### config.mk
export PLATFORM = sky130hd
export DESIGN_NAME = gigatron_ram_arbiter
export DESIGN_NICKNAME = d
export VERILOG_FILES = /design/src/rtl/gigatron_ram_arbiter.sv
export SDC_FILE = /design/constraint.sdc
export NUM_CORES = 1
export LEC_CHECK = 0
export CAP_MARGIN = 20
export CORE_UTILIZATION = 32
export CTS_CLUSTER_DIAMETER = 120
export DETAILED_ROUTE_END_ITERATION = 16
export MAX_ROUTING_LAYER = met4
export PLACE_DENSITY = 0.85
export SYNTH_ARGS = -nofsm -noshare
export SYNTH_HDL_FRONTEND = slang
export SYNTH_SLANG_ARGS = --single-unit
### constraint.sdc
create_clock -name clock -period 1.8 [get_ports clock]
set_input_delay 0.36 -clock clock [delete_from_list [all_inputs] [get_ports clock]]
set_output_delay 0.36 -clock clock [all_outputs]
set_load 0.01 [all_outputs]
### src/rtl/gigatron_ram_arbiter.sv
// -----------------------------------------------------------------------------
// gigatron_ram_arbiter
//
// Time-slot arbiter for the single synchronous 32K x 8 RAM. Runs on the fast
// system clock (4x the CPU rate) and divides each CPU cycle into four slots
// selected by a 2-bit phase counter:
//   phase 0 : CPU read of cpu_r_addr
//   phase 1 : CPU write if cpu_we, otherwise a free slot
//   phase 2 : free slot
//   phase 3 : free slot (cpu_tick high; the core advances at the end of it)
// Free slots go to the video fetcher (read-only) or the host port (read/write).
// The RAM returns data one cycle after it samples the address, so a small
// rd_owner register remembers who owns the read that is coming back.
//
// Optional feature macro: GIGATRON_ARB_RR_EN
//   defined   : video and host share free slots round-robin
//   undefined : fixed priority, video over host (host can starve)
//
// Ports:
//   clock, rst                 fast clock, synchronous active-high reset
//   cpu_tick                   CPU clock enable, high when phase == 3
//   cpu_r_addr/cpu_w_addr/cpu_wdata/cpu_we   core RAM interface
//   cpu_rdata                  registered CPU read data (valid from phase 2)
//   vid_req/vid_addr           video read request, held until vid_ack
//   vid_ack/vid_rvalid/vid_rdata   grant pulse, return pulse + data
//   host_req/host_we/host_addr/host_wdata   host request, held until host_ack
//   host_ack/host_rvalid/host_rdata  grant pulse, read return pulse + data
//   mem_addr/mem_wdata/mem_we  RAM request (combinational from slot owner)
//   mem_rdata                  RAM read data, one cycle after address sampled
// -----------------------------------------------------------------------------
module gigatron_ram_arbiter #(
  parameter int ADDR_W = 15,
  parameter int DATA_W = 8
) (
  input  logic              clock,
  input  logic              rst,
  output logic              cpu_tick,
  input  logic [ADDR_W-1:0] cpu_r_addr,
  input  logic [ADDR_W-1:0] cpu_w_addr,
  input  logic [DATA_W-1:0] cpu_wdata,
  input  logic              cpu_we,
  output logic [DATA_W-1:0] cpu_rdata,
  input  logic              vid_req,
  input  logic [ADDR_W-1:0] vid_addr,
  output logic              vid_ack,
  output logic              vid_rvalid,
  output logic [DATA_W-1:0] vid_rdata,
  input  logic              host_req,
  input  logic              host_we,
  input  logic [ADDR_W-1:0] host_addr,
  input  logic [DATA_W-1:0] host_wdata,
  output logic              host_ack,
  output logic              host_rvalid,
  output logic [DATA_W-1:0] host_rdata,
  output logic [ADDR_W-1:0] mem_addr,
  output logic [DATA_W-1:0] mem_wdata,
  output logic              mem_we,
  input  logic [DATA_W-1:0] mem_rdata
);

  // Owner of the read whose data arrives on mem_rdata in the next cycle.
  typedef enum logic [1:0] {
    OWN_NONE = 2'd0,
    OWN_CPU  = 2'd1,
    OWN_VID  = 2'd2,
    OWN_HOST = 2'd3
  } owner_e;

  logic [1:0]        phase;
  owner_e            rd_owner;
  owner_e            rd_owner_next;
  logic              free_slot;
  logic              vid_win;
  logic              host_win;
  logic [DATA_W-1:0] vid_rdata_q;
  logic [DATA_W-1:0] host_rdata_q;

  // Phase 1 is only free when the core is not writing this CPU cycle.
  assign free_slot = (phase == 2'd2) || (phase == 2'd3) ||
                     ((phase == 2'd1) && !cpu_we);

`ifdef GIGATRON_ARB_RR_EN
  // 1 = host was the most recent free-slot winner, 0 = video.
  logic last_winner;

  // On a tie the requester that was not served last wins; a lone requester
  // always wins.
  assign vid_win  = free_slot && vid_req && (!host_req || last_winner);
  assign host_win = free_slot && host_req && !vid_win;
`else
  assign vid_win  = free_slot && vid_req;
  assign host_win = free_slot && host_req && !vid_req;
`endif

  // Grants are suppressed in a reset cycle so nothing is acknowledged that
  // the reset is about to discard.
  assign vid_ack  = vid_win && !rst;
  assign host_ack = host_win && !rst;
  assign cpu_tick = (phase == 2'd3) && !rst;

  // Slot owner -> RAM request and read-return bookkeeping.
  always_comb begin
    // NOTE: every output of this block gets a default first, so no path can
    // leave a signal unassigned and infer a latch.
    mem_addr      = '0;
    mem_wdata     = '0;
    mem_we        = 1'b0;
    rd_owner_next = OWN_NONE;

    if (phase == 2'd0) begin
      mem_addr      = cpu_r_addr;
      rd_owner_next = OWN_CPU;
    end else if ((phase == 2'd1) && cpu_we) begin
      mem_addr  = cpu_w_addr;
      mem_wdata = cpu_wdata;
      mem_we    = 1'b1;
    end else if (vid_win) begin
      mem_addr      = vid_addr;
      rd_owner_next = OWN_VID;
    end else if (host_win) begin
      mem_addr = host_addr;
      if (host_we) begin
        mem_wdata = host_wdata;
        mem_we    = 1'b1;
      end else begin
        rd_owner_next = OWN_HOST;
      end
    end

    if (rst) begin
      mem_we = 1'b0;
    end
  end

  // Return data is presented combinationally in the return cycle so it lines
  // up with the rvalid pulse; the holding registers keep the last value.
  assign vid_rvalid  = (rd_owner == OWN_VID) && !rst;
  assign host_rvalid = (rd_owner == OWN_HOST) && !rst;
  assign vid_rdata   = vid_rvalid  ? mem_rdata : vid_rdata_q;
  assign host_rdata  = host_rvalid ? mem_rdata : host_rdata_q;

  always_ff @(posedge clock) begin
    if (rst) begin
      phase        <= 2'd0;
      rd_owner     <= OWN_NONE;
      cpu_rdata    <= '0;
      vid_rdata_q  <= '0;
      host_rdata_q <= '0;
`ifdef GIGATRON_ARB_RR_EN
      // Start as if the host was served last so video wins the first tie.
      last_winner  <= 1'b1;
`endif
    end else begin
      // NOTE: state is updated with non-blocking assignments so every
      // register samples the values from before this edge.
      phase    <= phase + 2'd1;
      rd_owner <= rd_owner_next;

      case (rd_owner)
        OWN_CPU:  cpu_rdata    <= mem_rdata;
        OWN_VID:  vid_rdata_q  <= mem_rdata;
        OWN_HOST: host_rdata_q <= mem_rdata;
        default:  ;
      endcase

`ifdef GIGATRON_ARB_RR_EN
      if (vid_win) begin
        last_winner <= 1'b0;
      end else if (host_win) begin
        last_winner <= 1'b1;
      end
`endif
    end
  end

endmodule

==> qor.txt, run 1 <==
critical path's slowest cell - dfxtp_4
clock skew - 0.003480 ns
Fin Setup TNS - -14.10 ns
Hold Path Class - reg2reg
post-synthesis cell area - 2031 um2
Final ANT Viol Nets - 0
post-synthesis cell type count - 32
max cap viols - 0
Worst slew margin - 62.99%
Power Total - 1.899 mW
pin count of the biggest net entering global routing - 31
Die X - 81.66 um
GP Congestion - 0.9455
RSZ-0062 raised after global routing - true
WP data required - 1.44 ns
sequential element share of the synthesized area - 27.60%
Crit path buffers/inverters - 4
final hold vios - 0
Tcrit/Tclk final - 131.6%
Critical Path AT - 2.01 ns
Leakage - 1.754 nW
CP max stage delay - 0.39 ns
Overflow after GRT - 0
Starting DRT DRC Count - 191
final setup fails - 34
post-synthesis sequential element count - 28
synthesized instance count - 272
DR WL/cell - 17.67 um
Area Overhead vs Synth - 109.1%
Root Driver - clkbuf_8
Post-CTS Hold Fix Bufs - 0
min cycle time layout - 2.369 ns
maximum clock frequency - 0.4221 GHz
top_reg_cell synth - dfxtp_1
pin slew with the least headroom to its limit - 0.5540 ns
CTS Sinks - 28
outcome - finished, violations left
Final WS setup - -0.5689 ns
crit path max fanout - 8
die height - 81.66 um
share of flip-flops with an asynchronous set or reset - 0%
hpwl dp - 6519 um
Crit Path Category - reg2out
starting density of the core - 33.70%
Worst VDD drop - 0.0003470 V
# diodes - 0
first-pass GRT wire length - 14260 um
row cnt - 28
Final Routed Wirelength - 9385 um
total track usage - 28.72%
Nets - 552
synth cell count leaders - nand2_1, dfxtp_1, a21oi_1
share of layout cells above drive strength 1 - 37.06%
vias per cell - 5.589
Critical Path Start Type - flop
CTS Buf Count - 3
boundary pin count - 143
hold slack final - 0.4621 ns
Setup crit end kind - output pin
most common cell in the netlist - nand2_1
PD cells - 447.3 nW/um2
YS warnings - 0
CTS tree - built
Port Buffer Count - 142
vias in the first global route - 3014
post-synth top area share - 27.60%
CORE AREA - 6026 um2
Post-route DRC - 0
Worst-path clk slew - 0.09 ns
Synth area leaders - dfxtp_1, nand2_1, a221o_1
Slew Viols, Final - 0
initial antenna violation count - 0
Post-synth EDFFs - 0
Pre-antenna DRT Iters - 5
crit-path leading delay family - buffers and inverters
failing checks - setup timing
Worst-Skew Late Latency - 0.27 ns
Die ar. - 6668 um2
H-tree depth - 1
CP Cell Sequence - inv_4 -> ha_4 -> nor2b_4 -> o311ai_4 -> buf_6 -> buf_16 -> nor4b_2 -> or3_1 -> buf_2
post-synth top area cell - dfxtp_1
CTS Buffer Depth - 2
Via Count - 2968
syn_area_per_cell - 7.466 um2
syn nets - 366
## per-stage QoR
step | worst slack [ns] | utilization [%] | std cells | instance area (um2)
detailed placement | -1.290 | 64.16 | 512 | 3866
CTS | -0.5493 | 68.38 | 528 | 4120
floorplan | -0.1716 | - | 272 | 2047
finish | -0.5689 | 70.47 | 531 | 4247
global placement | -1.258 | 64.16 | 512 | 3866
global route | -0.6489 | 70.47 | 531 | 4247
## registers in the layout (all words and copies together), names as in the netlist
name,flops
cpu_rdata,8
host_rdata_q,8
phase,2
rd_owner,2
vid_rdata_q,8
## path summary, 6_finish.rpt
kind              startpoint           to  slack, ns  cells past startpoint
setup / recovery    phase[1]  mem_addr[5]      -0.57                      9
hold reg to reg     phase[0]     phase[0]       0.46                      1
setup reg to reg    phase[1]  rd_owner[0]       0.06                     10
hold / removal      phase[0]     phase[0]       0.46                      1
## routing by layer
layer	wire length (um)	GRT usage, %
met2	4928	51.25
met1	3529	30.77
met4	326	12.81
met5	0	-
met3	600	5.333
## power by group
group | internal, mW | switching, mW | leakage (nW)
combinational | 0.510 | 0.392 | 1.50
clock | 0.150 | 0.182 | 0.0216
sequential | 0.645 | 0.0200 | 0.230
## kinds of logic (layout without fill, tap and decap cells)
family / Yosys count / in the layout / share of synthesized area, %
and+or+nand+nor: 109 / 109 / 24.40
AOI/OAI and AO/OA: 86 / 86 / 30.62
buffers and inverters: 29 / 213 / 6.530
DFF: 28 / 28 / 27.60
muxes: 16 / 16 / 8.380
adders and majority gates: 4 / 4 / 2.465
## what timing repair did
item	4_1_cts	5_1_grt
gates cloned	2	0
setup endpoints to repair	45	45
pin swaps	11	5
gates resized for setup	241	30
setup buffers	14	4
## cell type report
type                            instances  area (um2)
Clock buffer                            3       41.29
Sequential cell                        28       570.5
Inverter                                4       18.77
Multi-Input combinational cell        215        1594
Fill cell                             434        1779
Tap cell                               75       93.84
Timing Repair Buffer                  206        1928
## cell usage in the layout (no fill, tap or decap), drive strengths merged, types with 4 or more instances in the layout
cell type / count
dfxtp: 28
mux2i: 8
nand3: 16
o32ai: 14
o21ai: 16
a221o: 14
nor2: 15
ha: 4
clkdlybuf4s50: 95
a22oi: 14
a21oi: 24
nand2: 60
mux2: 8
buf: 106
clkbuf: 4
nor2b: 6
(Power assumes the default switching activity.)
==> run 2: changes to the inputs <==
--- a/config.mk
+++ b/config.mk
@@ -8,6 +8,7 @@
 export CAP_MARGIN = 20
 export CORE_UTILIZATION = 32
 export CTS_CLUSTER_DIAMETER = 120
+export CTS_CLUSTER_SIZE = 20
 export DETAILED_ROUTE_END_ITERATION = 16
 export MAX_ROUTING_LAYER = met4
 export PLACE_DENSITY = 0.85
==> results of run 2 <==
No change in the layout: final DEF, timing and power equal those of run 1.
==> run 3: changes to the inputs <==
--- a/config.mk
+++ b/config.mk
@@ -6,12 +6,13 @@
 export NUM_CORES = 1
 export LEC_CHECK = 0
 export CAP_MARGIN = 20
-export CORE_UTILIZATION = 32
+export CORE_UTILIZATION = 33
+export CTS_BUF_LIST = sky130_fd_sc_hd__clkbuf_4
 export CTS_CLUSTER_DIAMETER = 120
 export CTS_CLUSTER_SIZE = 20
 export DETAILED_ROUTE_END_ITERATION = 16
 export MAX_ROUTING_LAYER = met4
-export PLACE_DENSITY = 0.85
+export PLACE_DENSITY = 0.87
 export SYNTH_ARGS = -nofsm -noshare
 export SYNTH_HDL_FRONTEND = slang
 export SYNTH_SLANG_ARGS = --single-unit
==> run 3 against run 2 <==
Compared with the run above:
- the flow still finishes with violations (setup timing)
- critical path depth is the same
- die area down 3.0%
- final cell count up 3.6%
- clock skew hardly changed
- largest cell class unchanged
- critical path type unchanged
- sequential share of layout area fell by 0.17 points
- register-to-register slack worse by 0.05 ns
- utilization increased by 2.2 points
- worst setup slack lost 0.17 ns
==> qor.txt, run 3 (synthesized netlist as in run 1, its figures left out) <==
Port Buffer Count - 142 (unchanged)
final design utilization - 72.65% (+2.2 points)
Worst-path clk slew - 0.15 ns (+0.06 ns)
r2r setup slk - 0.01 ns (-0.05 ns)
critical path's slowest cell - dfxtp_4
Slew Viols, Final - 0 (unchanged)
CP endpoint - mem_addr[5]
Root Driver - clkbuf_4
total track usage - 30.09% (+1.4 points)
Die ar. - 6471 um2 (-3.0%)
Nets - 571 (+3.4%)
placement-stage cell area - 3791 um2 (-1.9%)
Pre-antenna DRT Iters - 5 (unchanged)
outcome - finished, violations left
vias per cell - 5.665 (+1.4%)
R2R depth - 10 (unchanged)
final setup fails - 44 (+29%)
Starting DRT DRC Count - 241 (+26%)
final hold vios - 0 (unchanged)
CP Cell Sequence - inv_4 -> ha_4 -> nor2b_4 -> o311ai_4 -> buf_6 -> buf_6 -> nor4b_2 -> or3_1 -> buf_6
clock skew - 0.003282 ns (-0.0001980 ns)
CTS Buf Count - 3 (unchanged)
DR WL/cell - 18.92 um (+7.1%)
Hold Path Class - reg2reg
pin count of the biggest net entering global routing - 19 (-39%)
Overflow after GRT - 0 (unchanged)
crit-path leading delay family - simple AND/OR/NAND/NOR gates
RR Startpoint - phase[1]
hpwl dp - 6385 um (-2.1%)
Critical Path AT - 2.18 ns (+0.17 ns)
maximum clock frequency - 0.3942 GHz (-6.6%)
Tcrit/Tclk final - 140.9% (+9.3 points)
Die X - 80.45 um (-1.5%)
Leakage - 1.804 nW (+2.8%)
Crit Path Category - reg2out
cell mode on critical path - buf_6
WP data required - 1.44 ns (about the same)
largest registers - cpu_rdata (8), host_rdata_q (8), vid_rdata_q (8)
# diodes - 0 (unchanged)
crit path max fanout - 5 (-3)
Worst VDD drop - 0.0003048 V (-12%)
commonest cells after routing, fill and taps aside - clkdlybuf4s50_1, buf_4, nand2_1
die height - 80.45 um (-1.5%)
boundary pin count - 143 (unchanged)
Post-route DRC - 0 (unchanged)
Worst slew margin - 65.16% (+2.2 points)
row cnt - 28 (unchanged)
CTS Buffer Depth - 2 (unchanged)
starting density of the core - 34.30% (+0.60 points)
GP Congestion - 0.9826 (+3.9%)
share of layout cells above drive strength 1 - 38.53% (+1.5 points)
Final WS setup - -0.7369 ns (-0.1680 ns)
Area Overhead vs Synth - 111.8%
Crit path buffers/inverters - 4 (unchanged)
Setup crit end kind - output pin
hold slack final - 0.4721 ns (+0.01005 ns)
Post-CTS Hold Fix Bufs - 0 (unchanged)
max cap viols - 0 (unchanged)
CTS tree - built
CTS Sinks - 28 (unchanged)
vias in the first global route - 3091 (+2.6%)
pin slew with the least headroom to its limit - 0.5227 ns (-0.03131 ns)
Critical Path Start Type - flop
initial antenna violation count - 0 (unchanged)
CORE AREA - 5921 um2 (-1.7%)
CP Depth - 9 (unchanged)
CP max stage delay - 0.40 ns (about the same)
first-pass GRT wire length - 14750 um (+3.4%)
Finished Cell Area - 4302 um2 (+1.3%)
Final ANT Viol Nets - 0 (unchanged)
RSZ-0062 raised after global routing - true
CP Launch Point - phase[1]
Worst-Skew Late Latency - 0.33 ns (+0.06 ns)
Via Count - 3116 (+5.0%)
commonest non-fill, non-tap cell in the layout - clkdlybuf4s50_1
Final Routed Wirelength - 10410 um (+11%)
min cycle time layout - 2.537 ns (+0.1680 ns)
PD cells - 427.1 nW/um2 (-4.5%)
failing checks - setup timing
H-tree depth - 1 (unchanged)
R2R Path End - rd_owner[0]
run 3: changes by cell type in the layout (fill, tap and decap cells not counted), sizes merged:
cell,previous run,this run
buf,106,125
clkdlybuf4s50,95,96
dlymetal6s2s,1,0
clkinv,1,2
clkbuf,4,3
run 3: where the power goes:
group / switching, mW / internal [mW]
logic: 0.403 / 0.505
clock network: 0.185 / 0.0788
registers: 0.0202 / 0.646
run 3: per-layer routing:
metal,GRT usage [%],wire length (um)
met3,6.364,809
met5,-,0
met1,33.81,4104
met2,51.44,5151
met4,12.68,342
run 3: final cells by class:
cell class | instances | area [um2]
clock buffers | 3 | 22.52
fillers | 383 | 1619
inverters | 4 | 22.52
multi-input cells | 215 | 1577
flip-flops and latches | 28 | 570.5
well taps | 75 | 93.84
repair buffers | 224 | 2007
repair inverters | 1 | 8.758
run 3: repair_timing:
action / in CTS / in global routing
cloned: 4 / 0
gates resized for setup: 253 / 24
endpoints found under the hold margin: 0 / 0
endpoints found under the setup margin: 45 / 54
buffers inserted: 33 / 11
pin swaps: 16 / 13
run 3: worst min-delay path: stages (launching register included):
cell and delay, ns:
dfxtp_1 0.34, nand2_1 0.05, a21oi_1 0.05
run 3: worst min-delay path by stage:
stage / startpoint / endpoint / slack, ns / cells after the start
after floorplan: vid_rdata_q[0] / vid_rdata_q[0] / 0.43 / 2
after global placement: vid_rdata_q[4] / vid_rdata_q[4] / 0.44 / 2
final: vid_rdata_q[2] / vid_rdata_q[2] / 0.47 / 2
after CTS: phase[0] / phase[0] / 0.47 / 1
after detailed placement: host_rdata_q[0] / host_rdata_q[0] / 0.45 / 2
after global routing: phase[0] / phase[0] / 0.48 / 1
run 3: stage by stage:
step	TNS [ns]	power, mW	std cells	setup WS, ns
after floorplan	-1.677	0.9927	272	-0.1716
after global placement	-35.79	1.475	507	-1.177
after detailed placement	-37.88	1.491	507	-1.294
after CTS	-20.95	1.789	547	-0.7018
after global routing	-21.17	1.907	550	-0.8070
final	-18.39	1.837	550	-0.7369
